[src/rtl/multi_clock_divider_if.sv]
// Threshold configuration port for multi_clock_divider.
// The master presents cfg_valid/cfg_ch/cfg_threshold and holds them until
// cfg_ready is seen high on a rising clock edge; the divider is the slave.
interface multi_clock_divider_if #(
  parameter int NUM_CH = 4,
  parameter int CNT_W  = 16
) ();
  localparam int CH_W = (NUM_CH > 1) ? $clog2(NUM_CH) : 1;

  logic             cfg_valid;
  logic             cfg_ready;
  logic [CH_W-1:0]  cfg_ch;
  logic [CNT_W-1:0] cfg_threshold;

  modport master (
    output cfg_valid,
    output cfg_ch,
    output cfg_threshold,
    input  cfg_ready
  );

  modport slave (
    input  cfg_valid,
    input  cfg_ch,
    input  cfg_threshold,
    output cfg_ready
  );
endinterface

[src/rtl/multi_clock_divider.sv]
// Multi-channel clock divider.
// NUM_CH independent 50 % duty divided clocks, period 2*threshold.
// Thresholds are reprogrammed through a valid/ready port: an enabled,
// running channel stages the value in a shadow register that is applied on
// its next wrap (count back at 0, so no runt pulse); a disabled or stopped
// channel takes the value immediately and restarts its count.
// Optional feature macro: CLKDIV_TICK_OUT_EN adds the per-channel tick
// output, a one-cycle registered pulse on every divided-clock edge.
module multi_clock_divider #(
  parameter int NUM_CH            = 4,
  parameter int CNT_W             = 16,
  parameter int DEFAULT_THRESHOLD = 50000
) (
  input  logic                 clk,
  input  logic                 reset,
  input  logic [NUM_CH-1:0]    enable,
  multi_clock_divider_if.slave cfg,
  output logic [NUM_CH-1:0]    dividedClk
`ifdef CLKDIV_TICK_OUT_EN
  ,
  output logic [NUM_CH-1:0]    tick
`endif
);

  localparam logic [CNT_W-1:0] DEF_THR = CNT_W'(DEFAULT_THRESHOLD);
  localparam logic [CNT_W-1:0] ONE     = CNT_W'(1);

  // Registered per-channel state
  logic [CNT_W-1:0]  cntR    [NUM_CH];
  logic [CNT_W-1:0]  thrR    [NUM_CH];
  logic [CNT_W-1:0]  shadowR [NUM_CH];
  logic [NUM_CH-1:0] pendingR;
  logic [NUM_CH-1:0] divR;

  // Next-state values
  logic [CNT_W-1:0]  cntS    [NUM_CH];
  logic [CNT_W-1:0]  thrS    [NUM_CH];
  logic [CNT_W-1:0]  shadowS [NUM_CH];
  logic [NUM_CH-1:0] pendingS;
  logic [NUM_CH-1:0] divS;

  logic [NUM_CH-1:0] wrapS;
  logic [NUM_CH-1:0] hitS;
  logic              pendSelS;
  logic              xferS;

  // Pending flag of the addressed channel; out-of-range channels read as idle
  always_comb begin
    pendSelS = 1'b0;
    for (int i = 0; i < NUM_CH; i++) begin
      if (int'(cfg.cfg_ch) == i) begin
        pendSelS = pendingR[i];
      end else begin
        pendSelS = pendSelS;
      end
    end
  end

  assign cfg.cfg_ready = ~pendSelS;
  assign xferS         = cfg.cfg_valid & ~pendSelS;

  // Per-channel wrap detection and write-target decode
  always_comb begin
    wrapS = '0;
    hitS  = '0;
    for (int i = 0; i < NUM_CH; i++) begin
      if (enable[i] && (thrR[i] != '0) && (cntR[i] == thrR[i] - ONE)) begin
        wrapS[i] = 1'b1;
      end else begin
        wrapS[i] = 1'b0;
      end
      if (xferS && (int'(cfg.cfg_ch) == i)) begin
        hitS[i] = 1'b1;
      end else begin
        hitS[i] = 1'b0;
      end
    end
  end

  // Next-state for count, threshold, shadow, pending and divided clock
  always_comb begin
    for (int i = 0; i < NUM_CH; i++) begin
      cntS[i]     = cntR[i];
      thrS[i]     = thrR[i];
      shadowS[i]  = shadowR[i];
      pendingS[i] = pendingR[i];
      divS[i]     = divR[i];
      if (thrR[i] == '0) begin
        // stopped channel: parked low, writes land immediately
        cntS[i] = '0;
        divS[i] = 1'b0;
        if (hitS[i]) begin
          thrS[i] = cfg.cfg_threshold;
        end else begin
          thrS[i] = thrR[i];
        end
      end else if (!enable[i]) begin
        // disabled channel: hold count/output, writes restart the count
        if (hitS[i]) begin
          thrS[i] = cfg.cfg_threshold;
          cntS[i] = '0;
        end else begin
          cntS[i] = cntR[i];
        end
      end else begin
        if (wrapS[i]) begin
          cntS[i] = '0;
          divS[i] = ~divR[i];
          if (pendingR[i]) begin
            thrS[i]     = shadowR[i];
            pendingS[i] = 1'b0;
          end else begin
            thrS[i] = thrR[i];
          end
        end else begin
          cntS[i] = cntR[i] + ONE;
        end
        // a write on the wrap edge is staged for the following wrap
        if (hitS[i]) begin
          shadowS[i]  = cfg.cfg_threshold;
          pendingS[i] = 1'b1;
        end else begin
          shadowS[i] = shadowR[i];
        end
      end
    end
  end

  // Channel state registers, cleared asynchronously
  always_ff @(posedge clk or negedge reset) begin
    if (!reset) begin
      for (int i = 0; i < NUM_CH; i++) begin
        cntR[i]    <= '0;
        thrR[i]    <= DEF_THR;
        shadowR[i] <= '0;
      end
      pendingR <= '0;
      divR     <= '0;
    end else begin
      for (int i = 0; i < NUM_CH; i++) begin
        cntR[i]    <= cntS[i];
        thrR[i]    <= thrS[i];
        shadowR[i] <= shadowS[i];
      end
      pendingR <= pendingS;
      divR     <= divS;
    end
  end

  assign dividedClk = divR;

`ifdef CLKDIV_TICK_OUT_EN
  logic [NUM_CH-1:0] tickR;

  // Tick pulse registered on the same edge that toggles the divided clock
  always_ff @(posedge clk or negedge reset) begin
    if (!reset) begin
      tickR <= '0;
    end else begin
      tickR <= wrapS;
    end
  end

  assign tick = tickR;
`endif

endmodule

[src/flat_wrapper.sv]
// flat-port wrapper written by rule: the top's interface ports become plain ports
module multi_clock_divider_flat 
#(
  parameter int NUM_CH            = 4,
  parameter int CNT_W             = 16,
  parameter int DEFAULT_THRESHOLD = 50000
)
  (clk, reset, enable, dividedClk, cfg_cfg_valid, cfg_cfg_ch, cfg_cfg_threshold, cfg_cfg_ready);
  multi_clock_divider_if #(.NUM_CH(NUM_CH), .CNT_W(CNT_W)) cfg_i ();
  input  logic clk;
  input  logic reset;
  input  logic [NUM_CH-1:0] enable;
  output logic [NUM_CH-1:0] dividedClk;
  input wire logic [$bits(cfg_i.cfg_valid)-1:0] cfg_cfg_valid;
  input wire logic [$bits(cfg_i.cfg_ch)-1:0] cfg_cfg_ch;
  input wire logic [$bits(cfg_i.cfg_threshold)-1:0] cfg_cfg_threshold;
  output wire logic [$bits(cfg_i.cfg_ready)-1:0] cfg_cfg_ready;
  assign cfg_i.cfg_valid = cfg_cfg_valid;
  assign cfg_i.cfg_ch = cfg_cfg_ch;
  assign cfg_i.cfg_threshold = cfg_cfg_threshold;
  assign cfg_cfg_ready = cfg_i.cfg_ready;
  multi_clock_divider #(.NUM_CH(NUM_CH), .CNT_W(CNT_W), .DEFAULT_THRESHOLD(DEFAULT_THRESHOLD)) u_core (.clk(clk), .reset(reset), .enable(enable), .cfg(cfg_i), .dividedClk(dividedClk));
endmodule
[config.mk]
export PLATFORM = sky130hd
export DESIGN_NAME = multi_clock_divider_flat
export DESIGN_NICKNAME = d
export VERILOG_FILES = /design/src/rtl/multi_clock_divider_if.sv /design/src/rtl/multi_clock_divider.sv /design/src/flat_wrapper.sv
export SDC_FILE = /design/constraint.sdc
export NUM_CORES = 1
export LEC_CHECK = 0
export CAP_MARGIN = 40
export CELL_PAD_IN_SITES_DETAIL_PLACEMENT = 0
export CELL_PAD_IN_SITES_GLOBAL_PLACEMENT = 1
export CORE_ASPECT_RATIO = 0.5
export CORE_MARGIN = 5
export CORE_UTILIZATION = 45
export DETAILED_ROUTE_END_ITERATION = 6
export PLACE_DENSITY = 0.84
export SKIP_LAST_GASP = 1
export SYNTH_ARGS = -nofsm -noshare
export SYNTH_HDL_FRONTEND = slang
export SYNTH_SLANG_ARGS = --single-unit
[constraint.sdc]
create_clock -name clk -period 6.2 [get_ports clk]
set_clock_uncertainty 0.1 [all_clocks]
set_input_delay 1.24 -clock clk [delete_from_list [all_inputs] [get_ports clk]]
set_output_delay 1.24 -clock clk [all_outputs]
set_load 0.01 [all_outputs]
==> results.md <==
* Clock Root Buffer: clkbuf_16
* Clock sinks at 200
* Slew headroom at 32.5%
* Syn nets at 1159
* Worst-case vdd ir drop at 0.218 mV
* GRT Resource Usage Total at 18.7%
* Later-pin clock latency in the skew report at 0.45 ns
* CP required at 4.86 ns
* Setup CP Type: in -> out
* Via density at 5.89
* Flops & latches, synth at 200
* Synth top cells by count: dfrtp_1, nand2_1, mux2_2, o21ai_0, nor2_1
* Layout cell share with drive strength beyond 1 at 14.8%
* N_diodes at 0
* Ranking of synthesized cells by area: dfrtp_1, mux2_2, dfstp_2
* Routed Antenna Nets at 0
* Synth-to-Final Area Change at 10.6%
* Seq pwr share at 44.3%
* Vias at 8790
* Crit start category: input pin
* DRT Pass-1 Iters at 5
* Count leader, synth: dfrtp_1
* Combinational share of power at 34.0%
* Cell row count at 41
* Die ar. at 28700 um2
* Cts repair resizes at 0
* Die Y-Extent at 122 um
* Hold Path Class: reg -> reg
* 1st-iter DRT viols at 869
* Worst-path clk slew at 0.07 ns
* LEAKAGE at 0.00523 uW
* Multi-input logic area at 6020 um2
* Unrepaired setup endpoints after global routing: no
* Min cycle time layout at 4.36 ns
* Endpoints failing setup at 0
* Layout Cells excl Fill at 1492
* Ports at 30
* Gr ovfl total at 0
* Power per Cell Area at 406 nW/um2
* Syn avg cell area at 10.1 um2
* Post-CTS setup buffers at 0
* Final nets at 1172
* Max-Cap Viols at 0
* Synth warn at 0
* Crit. End Element: primary output
* Worst slew pin tran at 1.00 ns
* NetSw at 1970 uW
* Routed len/inst at 17.9 um
* Crit Path Max Fanout at 5
* Total power at 5100 uW
* PortBufs at 29
* Placed insts at 1460
* Post-synth top area share at 38.8%
* Die Span X at 235 um
* Post-DP HPWL at 18700 um
* Max-slew violations at 0
* Drt drc at 0
* Synth area leader: dfrtp_1
* Starting Density at 45.3%
* Pint at 3130 uW
* FF/Latch Area at 5030 um2
* Post-place setup slack at 1.81 ns
* Global-route wire length before repair at 44200 um
* Hold Buf Count CTS at 0
* Largest net degree at the start of global routing at 100
* Outcome: completed
* Number of enable flip-flop cells after synthesis at 0
* H-Tree Depth at 4
* Clock power share at 21.7%
* Fin crit share at 70.3%
* Fraction of registers with async set/reset at 100%
* Synthesized instance count at 1122
* Filler Cell Count at 2269
* GPL Wtd Cong at 0.919
* Setup ws final at 1.84 ns
* Fmax at 229 MHz
* Synth Flop Type: dfrtp_1
* Final number of hold-violating endpoints at 0
* Switch share at 38.6%
* Mapped Area at 11400 um2
* Total routed wirelength at 26700 um
* Seq/Total Area, Yosys at 44.4%
* Vias in the first global route at 8514
* Num CTS Buffers at 17
* Core area at 25000 um2
* Antenna violations before repair at 0
* Max clock buf depth at 2
* Setup TNS at 0 ns
* Post-synthesis cell type count at 77
* CTS tree: built
* Crit path DAT at 3.02 ns
==> layer usage <==
metal | global-route usage [%] | share of wire [%]
met1 | 26.9 | 50
met4 | 5.25 | 1.8
met5 | 0 | 0
met3 | 2.96 | 3.4
met2 | 29.8 | 45
==> layout by cell type, fill, tap and decap left out, types with 12 or more instances in the layout <==
cell type / Yosys / final
nor3b_1: 21 / 21
o21ai_0: 61 / 61
nor4_1: 17 / 17
o22a_1: 28 / 28
and3_1: 30 / 30
a21oi_1: 28 / 27
or2_2: 17 / 17
clkbuf_16: 0 / 17
xor2_1: 43 / 43
nor3_1: 25 / 25
dfstp_2: 24 / 24
a2bb2oi_1: 16 / 16
nand3b_1: 13 / 13
ha_1: 12 / 12
nand3_1: 49 / 49
a22o_1: 12 / 12
inv_1: 28 / 28
a21o_1: 22 / 22
or3_1: 28 / 28
nand2_1: 66 / 66
xnor2_1: 41 / 41
clkdlybuf4s50_1: 0 / 28
nand4_1: 18 / 18
dfrtp_1: 176 / 176
mux2_2: 65 / 65
nor2_1: 50 / 50
o21a_1: 29 / 29
==> worst max-delay path, stage by stage <==
cell and delay (ns):
clkdlybuf4s50_1 0.57, mux4_2 0.52, inv_1 0.14, clkdlybuf4s50_1 0.55
==> power groups by stage <==
stage	clock, uW	combinational, uW	sequential [uW]
floorplan	0	1450	2060
global placement	0	1660	2240
detailed placement	0	1720	2260
CTS	1130	1740	2240
global route	1190	1920	2320
finish	1110	1740	2260
==> path summary, 6_finish.rpt <==
check | startpoint | to | slack [ns] | depth (start not counted)
min reg2reg | u_core.shadowR[12] | u_core.shadowR[12] | 0.40 | 1
min | u_core.shadowR[12] | u_core.shadowR[12] | 0.40 | 1
max reg2reg | u_core.thrR[32] | u_core.thrR[37] | 1.99 | 10
min in group asynchronous | reset | u_core.cntR[29] | 0.78 | 1
max | cfg_cfg_ch[0] | cfg_cfg_ready | 1.84 | 4
max in group asynchronous | reset | u_core.thrR[60] | 4.01 | 2
==> through the flow <==
stage	area [um2]	hold slack (ns)	util [%]
final	12600	0.403	50.2
after floorplan	11400	0.374	-
after global routing	12600	0.415	50.2
after detailed placement	12000	0.388	47.8
after global placement	11900	0.381	47.6
after CTS	12600	0.405	50.2
==> final cells by class <==
class / instances / area share [%]
clock buffer: 18 / 3.42
clock inverter: 14 / 1.23
inverter: 28 / 0.837
multi-input combinational: 847 / 47.9
sequential: 200 / 40.1
tap: 344 / 3.43
timing repair buffer: 41 / 3.11
==> cells by family (layout without fill, tap and decap cells) <==
| kind of cell | count (synthesis) | after routing | synth area share (%) |
|---|---|---|---|
| fa+ha+maj | 13 | 13 | 1.41 |
| compound gates | 275 | 275 | 17.5 |
| simple gates | 400 | 400 | 20.0 |
| xor+xnor | 84 | 84 | 6.48 |
| mux | 75 | 75 | 7.44 |
| flops | 200 | 200 | 44.4 |
| buf+inv | 75 | 101 | 2.73 |
==> registers in the layout (all words and copies together), names as in the netlist <==
name               cells
u_core.pendingR        4
u_core.dividedClk      4
u_core.thrR           64
u_core.cntR           64
u_core.shadowR        64
(Power assumes the default switching activity.)
